==> config.mk <==
export PLATFORM = sky130hd
export DESIGN_NAME = pwm_modulator_mc
export DESIGN_NICKNAME = d
export VERILOG_FILES = /design/src/rtl/pwm_modulator_mc.sv
export SDC_FILE = /design/constraint.sdc
export NUM_CORES = 1
export LEC_CHECK = 0
export CORE_ASPECT_RATIO = 0.9
export CORE_MARGIN = 2
export CORE_UTILIZATION = 66
export CTS_CLUSTER_DIAMETER = 50
export DETAILED_ROUTE_END_ITERATION = 12
export PLACE_DENSITY_LB_ADDON = 0.3
export SETUP_SLACK_MARGIN = 0.5
export SLEW_MARGIN = 20
export SYNTH_ARGS = -nofsm -noshare
export SYNTH_HDL_FRONTEND = slang
export SYNTH_SLANG_ARGS = --single-unit
==> constraint.sdc <==
create_clock -name clk -period 5.9 [get_ports clk]
set_input_delay 0.59 -clock clk [delete_from_list [all_inputs] [get_ports clk]]
set_output_delay 0.59 -clock clk [all_outputs]
set_load 0.005 [all_outputs]
==> src/rtl/pwm_modulator_mc.sv <==
// pwm_modulator_mc: multi-channel PWM modulator. All channels share one
// prescaled period counter (edge- or center-aligned). Duty, period, prescaler
// and mode are double-buffered: writes land in pending registers and move to
// the active set only at a period boundary or when the block is enabled.
//
// Optional feature macro: PWM_MODULATOR_MC_DEADTIME_EN
//   adds complementary outputs pwm_out_n and a shadowed deadtime register
//   at address NUM_CH+3.
//
// state   | meaning
// ST_IDLE | counter stopped, outputs held at the idle polarity
// ST_RUN  | counting; outputs follow cnt against the active duty

module pwm_modulator_mc #(
  parameter int                NUM_CH    = 4,
  parameter int                CNT_WIDTH = 8,
  parameter logic [NUM_CH-1:0] INV_MASK  = {NUM_CH{1'b0}},
  parameter int                ADDR_W    = $clog2(NUM_CH + 4)
) (
  input  logic                 clk,
  input  logic                 rst,
  input  logic                 wr_en,
  input  logic [ADDR_W-1:0]    wr_addr,
  input  logic [CNT_WIDTH-1:0] wr_data,
  output logic [NUM_CH-1:0]    pwm_out,
`ifdef PWM_MODULATOR_MC_DEADTIME_EN
  output logic [NUM_CH-1:0]    pwm_out_n,
`endif
  output logic                 period_strobe,
  output logic                 busy
);

  typedef logic [CNT_WIDTH-1:0] cnt_t;

  localparam logic [ADDR_W-1:0] A_PERIOD = ADDR_W'(NUM_CH);
  localparam logic [ADDR_W-1:0] A_PRESC  = ADDR_W'(NUM_CH + 1);
  localparam logic [ADDR_W-1:0] A_CTRL   = ADDR_W'(NUM_CH + 2);
`ifdef PWM_MODULATOR_MC_DEADTIME_EN
  localparam logic [ADDR_W-1:0] A_DEAD   = ADDR_W'(NUM_CH + 3);
`endif

  typedef enum logic {
    ST_IDLE = 1'b0,
    ST_RUN  = 1'b1
  } state_t;

  state_t state, state_nxt;

  // pending (shadow) registers
  cnt_t duty_pend [NUM_CH];
  cnt_t p_pend;
  cnt_t s_pend;
  logic mode_pend;

  // active registers
  cnt_t duty_act [NUM_CH];
  cnt_t p_act;
  cnt_t s_act;
  logic mode_act;

`ifdef PWM_MODULATOR_MC_DEADTIME_EN
  cnt_t d_pend;
  cnt_t d_act;
`endif

  cnt_t cnt;
  cnt_t cnt_nxt;
  cnt_t presc;
  logic dir_up;
  logic dir_nxt;
  logic tick;
  logic boundary;

  logic ctrl_wr;
  logic start;
  logic stop;
  logic running;

  logic [NUM_CH-1:0] raw;
  logic [NUM_CH-1:0] pwm_q;

  assign ctrl_wr = wr_en && (wr_addr == A_CTRL);

  // register port writes into the pending set; unmapped addresses fall through
  always_ff @(posedge clk) begin
    if (rst) begin
      for (int i = 0; i < NUM_CH; i++) duty_pend[i] <= '0;
      p_pend    <= '0;
      s_pend    <= '0;
      mode_pend <= 1'b0;
`ifdef PWM_MODULATOR_MC_DEADTIME_EN
      d_pend    <= '0;
`endif
    end else if (wr_en) begin
      for (int i = 0; i < NUM_CH; i++) begin
        if (wr_addr == ADDR_W'(i)) duty_pend[i] <= wr_data;
      end
      if (wr_addr == A_PERIOD) p_pend <= wr_data;
      if (wr_addr == A_PRESC)  s_pend <= wr_data;
      if (wr_addr == A_CTRL)   mode_pend <= wr_data[1];
`ifdef PWM_MODULATOR_MC_DEADTIME_EN
      if (wr_addr == A_DEAD)   d_pend <= wr_data;
`endif
    end
  end

  // run/idle state register
  always_ff @(posedge clk) begin
    if (rst) state <= ST_IDLE;
    else     state <= state_nxt;
  end

  // next state plus start/stop decode from ctrl.en writes
  always_comb begin
    state_nxt = state;
    start     = 1'b0;
    stop      = 1'b0;
    running   = 1'b0;
    case (state)
      ST_IDLE: begin
        if (ctrl_wr && wr_data[0]) begin
          start     = 1'b1;
          state_nxt = ST_RUN;
        end
      end
      ST_RUN: begin
        running = 1'b1;
        if (ctrl_wr && !wr_data[0]) begin
          stop      = 1'b1;
          state_nxt = ST_IDLE;
        end
      end
      default: state_nxt = ST_IDLE;
    endcase
  end

  assign busy = running;

  // prescaler is a down-counter reloaded with S; terminal count gives the tick
  assign tick = running && (presc == '0);

  // counter step for one tick; center mode with P<=1 never turns around
  always_comb begin
    cnt_nxt = cnt;
    dir_nxt = dir_up;
    if (!mode_act) begin
      cnt_nxt = (cnt == p_act) ? '0 : cnt + cnt_t'(1);
    end else if (dir_up) begin
      if (cnt != p_act) begin
        cnt_nxt = cnt + cnt_t'(1);
      end else if (p_act > cnt_t'(1)) begin
        cnt_nxt = cnt - cnt_t'(1);
        dir_nxt = 1'b0;
      end else begin
        cnt_nxt = '0;
      end
    end else begin
      cnt_nxt = cnt - cnt_t'(1);
      if (cnt == cnt_t'(1)) dir_nxt = 1'b1;
    end
  end

  assign boundary      = tick && (cnt_nxt == '0) && ((cnt != '0) || (p_act == '0));
  assign period_strobe = boundary;

  // shared counter, prescaler and active-set loading at start or boundary
  always_ff @(posedge clk) begin
    if (rst) begin
      cnt      <= '0;
      presc    <= '0;
      dir_up   <= 1'b1;
      p_act    <= '0;
      s_act    <= '0;
      mode_act <= 1'b0;
      for (int i = 0; i < NUM_CH; i++) duty_act[i] <= '0;
`ifdef PWM_MODULATOR_MC_DEADTIME_EN
      d_act    <= '0;
`endif
    end else if (start) begin
      cnt      <= '0;
      presc    <= s_pend;
      dir_up   <= 1'b1;
      p_act    <= p_pend;
      s_act    <= s_pend;
      mode_act <= wr_data[1];
      for (int i = 0; i < NUM_CH; i++) duty_act[i] <= duty_pend[i];
`ifdef PWM_MODULATOR_MC_DEADTIME_EN
      d_act    <= d_pend;
`endif
    end else if (stop) begin
      cnt    <= '0;
      presc  <= '0;
      dir_up <= 1'b1;
    end else if (tick) begin
      cnt <= cnt_nxt;
      if (boundary) begin
        dir_up   <= 1'b1;
        presc    <= s_pend;
        p_act    <= p_pend;
        s_act    <= s_pend;
        mode_act <= mode_pend;
        for (int i = 0; i < NUM_CH; i++) duty_act[i] <= duty_pend[i];
`ifdef PWM_MODULATOR_MC_DEADTIME_EN
        d_act    <= d_pend;
`endif
      end else begin
        dir_up <= dir_nxt;
        presc  <= s_act;
      end
    end else if (running) begin
      presc <= presc - cnt_t'(1);
    end
  end

  // per-channel compare of the shared count against the active duty
  always_comb begin
    raw = '0;
    for (int i = 0; i < NUM_CH; i++) raw[i] = running && (cnt < duty_act[i]);
  end

`ifdef PWM_MODULATOR_MC_DEADTIME_EN
  cnt_t              dt_tmr [NUM_CH];
  cnt_t              dt_nxt [NUM_CH];
  logic [NUM_CH-1:0] raw_q;
  logic [NUM_CH-1:0] pwm_n_q;

  // deadtime timers restart on every raw edge and count down to zero
  always_comb begin
    for (int i = 0; i < NUM_CH; i++) begin
      dt_nxt[i] = '0;
      if (raw[i] != raw_q[i])    dt_nxt[i] = d_act;
      else if (dt_tmr[i] != '0) dt_nxt[i] = dt_tmr[i] - cnt_t'(1);
    end
  end

  // complementary outputs: a side turns on only once its timer has expired
  always_ff @(posedge clk) begin
    if (rst || stop) begin
      raw_q   <= '0;
      pwm_q   <= INV_MASK;
      pwm_n_q <= INV_MASK;
      for (int i = 0; i < NUM_CH; i++) dt_tmr[i] <= '0;
    end else begin
      raw_q <= raw;
      for (int i = 0; i < NUM_CH; i++) begin
        dt_tmr[i]  <= dt_nxt[i];
        pwm_q[i]   <= (raw[i] && (dt_nxt[i] == '0)) ^ INV_MASK[i];
        pwm_n_q[i] <= (running && !raw[i] && (dt_nxt[i] == '0)) ^ INV_MASK[i];
      end
    end
  end

  assign pwm_out_n = pwm_n_q;
`else
  // registered outputs; a disable forces the idle level on the same edge
  always_ff @(posedge clk) begin
    if (rst || stop) pwm_q <= INV_MASK;
    else             pwm_q <= raw ^ INV_MASK;
  end
`endif

  assign pwm_out = pwm_q;

endmodule

* Word-level counts from Yosys, hierarchy flattened *
Memories as Yosys holds them, arrays and structs flattened.
Cells that the tools add are included.

storage, ports and cells
  register bits after elaboration = 56
  RAM bits = 64
  input bits = 14
  output and inout port bits = 6
  word-level logic and storage cells = 146
  memories kept = 2

memories
  memory     words  width  read ports  clocked after Yosys merged registers in  write ports  RTL line  text
  duty_act   4      8      4           0                                        4            56        cnt_t duty_act [NUM_CH];
  duty_pend  4      8      4           0                                        4            50        cnt_t duty_pend [NUM_CH];

cells by class
  $add $sub $neg = 3
  magnitude comparators = 5
  equal/unequal tests = 10
  mux-type cells = 73
  bitwise gates (word level) = 13
  reductions and logical operators = 29

operators by type and width
  operator                                            number
  2-to-1 mux 8 bit                                    29
  2-to-1 mux 1 bit                                    43
  less-than comparator 8 bit                          4
  zero test 8 bit                                     3
  subtractor 8 x 1 -> 8 bit, second input constant    2
  OR 1 bit                                            12
  logical AND 1 bit                                   10
  AND reduction 2 bit                                 5
  == test 3 bit, second input constant                3
  adder 8 x 1 -> 8 bit, second input constant         1
  == test 8 x 1 -> 1 bit, second input constant       1
  == test 8 bit                                       1
  > comparator 8 x 1 -> 1 bit, second input constant  1
  != test 8 bit                                       1
  nonzero test 8 bit                                  1
  == test 3 x 2 -> 1 bit, second input constant       2
  nonzero test 2 bit                                  3
  nonzero test 4 bit                                  1
  == test 3 x 1 -> 1 bit, second input constant       1
  zero test 3 bit                                     1
  AND reduction 3 bit                                 1
  OR reduction 3 bit                                  1
  logical OR 1 bit                                    2
  != test 2 bit, second input constant                1
  3 further kinds                                     3

* Longest topological paths before layout *
  depth in word-level cells = 15
  gate-level depth with buffers = 13
  depth with buffers taken out = 10

* Worst setup path before layout *
No wires, ideal clock.

  path kind = flip-flop to flip-flop
  start point = reg cnt[0]
  end point = mem duty_act[0][0] (netlist bit) (enable)
  library setup time = 0.329 ns
  arrival time = 2.491 ns
  data required time = 5.571 ns
  slack = 3.080 ns
  cell stages (with the launch flop) = 10
  path buffers = 2
  period minus slack after synthesis = 2.820 ns
  cells stage by stage = dfxtp_1 -> buf_2 -> clkbuf_1 -> inv_1 -> ha_1 -> o41ai_1 -> o2111ai_1 -> nor3b_2 -> o22ai_1 -> nand2_1

RTL lines
  element                   RTL line  text
  start: declaration        66        cnt_t cnt;
  start signal: assignment  195       cnt <= cnt_nxt;
  end: declaration          56

==> summary.txt <==
gp weighted congestion: 0.8783
post_cts resized: 0
clk_lat worst skew: 0.52 ns
Layout Skew: 0.006314 ns
I/O pin count: 20
status: complete, no violations
area occupied by multi-input gates: 0.002977 sq mm
Critical Path Fanout Max: 23
fillers: 598
Final period util: 71.86%
Post-Syn Area per Cell: 10.18 sq um
Clock Pin Slew Worst Setup and Hold Paths: 0.06 ns
first-pass GRT wire length: 23400 um
Max Clock Freq: 235.9 MHz
CP arrival: 3.65 ns
Root Buffer: clkbuf_8
most frequent cells in the layout: nand2_1 (79), edfxtp_1 (64), dfxtp_1 (56)
GRT Residual Overflow: 0
R2R setup slack: 1.78 ns
simple-gate area share of the yosys netlist: 18.72%
dominant synthesized flop cell: edfxtp_1
initial antenna violation count: 0
HPWL after DPL: 9450 um
Final Hold Vio Count: 0
hold_buf cts: 0
slew margin rel.: 31.89%
Synth Cell Area: 0.006324 sq mm
Tightest Pin Transition: 1.020 ns
final antenna diode count: 0
NumNets Final: 675
antenna-violating nets left: 0
Hold Path Stages: 2
CTS Buf Count: 17
die area: 0.01038 sq mm
critical path data required time: 5.31 ns
CP endpoint kind: primary output
Core ar.: 0.009208 sq mm
syn_nets: 668
# rows: 33
main combinational cell family by area after synthesis: simple AND/OR/NAND/NOR gates
DP Area: 0.006509 sq mm
cell depth of the worst setup path: 6
count of final max-slew check failures: 0
Initial Util: 68.68%
area delta synth->final: 12.84%
via/cell ratio: 6.342
synth warn: 0
Die Wd: 107.2 um
crit-path cells: inv_1, nor3_1, nand3_1, a311oi_1, and4b_2, clkdlybuf4s50_1
FF+latch area: 0.003043 sq mm
H-tree levels: 4
total routed wirelength: 14670 um
IR drop worst, VDD: 0.2113 mV
CP Class: register to primary output
most common cell after layout, fill and taps aside: nand2_1
DRT iter0 DRCs: 299
TritonCTS clock tree: yes
Sink Count: 120
pwr dens: 297.3 mW/mm^2
Startpoint Class: register
post-CTS setup buffers: 0
Initial DRT Pass Iterations: 5
HP Start: s_act[7]
asr flop ratio synth: 0%
WL/cell: 19.22 um
max incr delay on CP: 0.81 ns
drc violations: 0
pin count of the biggest net entering global routing: 74
post-synthesis adder-cell area fraction: 6.529%
global-route usage over all layers: 29.63%
# port buffers: 19
worst path buffer plus inverter count: 2
leakage: 2.977 nW
Setup Viol. Count Final: 0
unique cell type count in the Yosys netlist: 67
unrepaired setup endpoints after global routing: no
post-synthesis mux area share: 5.540%
CTS max path bufs: 2
crit path max-delay cell type: dfxtp_1
CP top delay family: simple AND/OR/NAND/NOR gates
minimum clock period: 4.240 ns
Synth Instances: 621
layout cell share with drive strength beyond 1: 8.892%
Hold WC Path Type: register to register
total negative setup slack: 0 ns
register area share after synthesis: 48.12%
Max Cap Viol: 0
Design Area, Final: 0.007136 sq mm
vias: 4839
EDFF count, synth: 64
Seq cells post-synth: 120
XOR/XNOR Fraction of Synth Area: 2.473%
Compound-Gate Fraction of Synth Area: 13.55%
chip height: 96.86 um
R2R cell count: 8
vias in the first global route: 4695
sequential cells by signal, indices dropped and copies added (netlist names), named ones only:
register / flops
p_act: 8
duty_act: 32
s_pend: 8
s_act: 8
dir_up: 1
mode_act: 1
presc: 8
pwm_out: 4
duty_pend: 32
mode_pend: 1
p_pend: 8
cnt: 8
power by group:
part           switching, W  internal, W  total, W
sequential        0.0000161     0.000910  0.000926
combinational     0.0000767    0.0000464  0.000123
clock              0.000382     0.000689   0.00107
kinds of logic after synthesis:
logic type | count (synthesis)
AOI/OAI and AO/OA | 121
xor gates and xnor gates | 17
adders and majority gates | 33
buffers and inverters | 71
DFF | 120
muxes | 35
and+or+nand+nor | 224
area by class of cell:
| cell class | count | area share [%] |
|---|---|---|
| Clock inverter | 14 | 2.770 |
| Tap cell | 122 | 2.139 |
| Timing Repair Buffer | 21 | 2.876 |
| Clock buffer | 18 | 5.857 |
| Multi-Input combinational cell | 430 | 41.71 |
| Sequential cell | 120 | 42.64 |
| Inverter | 38 | 1.999 |
through the flow:
step	utilization [%]	total power, W	worst slack, ns	hold WS (ns)	instances
6_report	77.50	0.002121	1.660	0.4632	763
5_1_grt	77.50	0.002186	1.430	0.4891	763
4_1_cts	77.37	0.002125	1.744	0.4634	763
3_5_place_dp	70.69	0.001062	1.960	0.4500	731
3_3_place_gp	70.63	0.001055	2.023	0.4436	731
2_1_floorplan	-	0.001022	3.080	0.4313	621
worst register-to-register path, stage by stage (launching register included):
cell and delay, ns:
dfxtp_1 0.81, inv_1 0.32, nor3_1 0.34, nand3_1 0.41
a311oi_1 0.38, o2111ai_1 0.31, nor3b_2 0.28, o22a_2 0.80
and3_2 0.34
per-layer routing:
metal	global-route usage [%]	share of wire [%]
met5	0	0
met4	12.69	4.4
met3	8.962	8.1
met2	49.07	49
met1	35.61	39
worst paths after layout:
check / end
min reg2reg: s_act[7]
max reg2reg: duty_act[1][2]
max: period_strobe
min: s_act[7]
synthesized netlist by cell type (all sizes together), types with 2 or more instances:
cell type / n / share of area, %
nand2: 79 / 4.7
edfxtp: 64 / 30
dfxtp: 56 / 18
inv: 38 / 2.3
and3: 36 / 3.7
mux2i: 35 / 5.5
ha: 33 / 6.5
and2: 30 / 3.0
nor2: 27 / 1.7
a21o: 26 / 3.2
a21oi: 25 / 2.0
clkbuf: 24 / 1.5
o21ai: 17 / 1.4
nor3: 15 / 1.3
buf: 9 / 1.3
nand3: 9 / 0.71
xor2: 9 / 1.4
xnor2: 8 / 1.1
a211oi: 7 / 0.83
nand2b: 7 / 0.69
nor4: 7 / 1.2
a221oi: 5 / 0.69
a31oi: 5 / 0.49
o22ai: 5 / 0.49
o31ai: 5 / 0.59
o32a: 4 / 0.63
a311oi: 3 / 0.42
a2111oi: 2 / 0.38
a32o: 2 / 0.32
nand3b: 2 / 0.24
nor2b: 2 / 0.20
nor3b: 2 / 0.32
o21a: 2 / 0.24
o22a: 2 / 0.30
or3: 2 / 0.20
(Power assumes the default switching activity.)
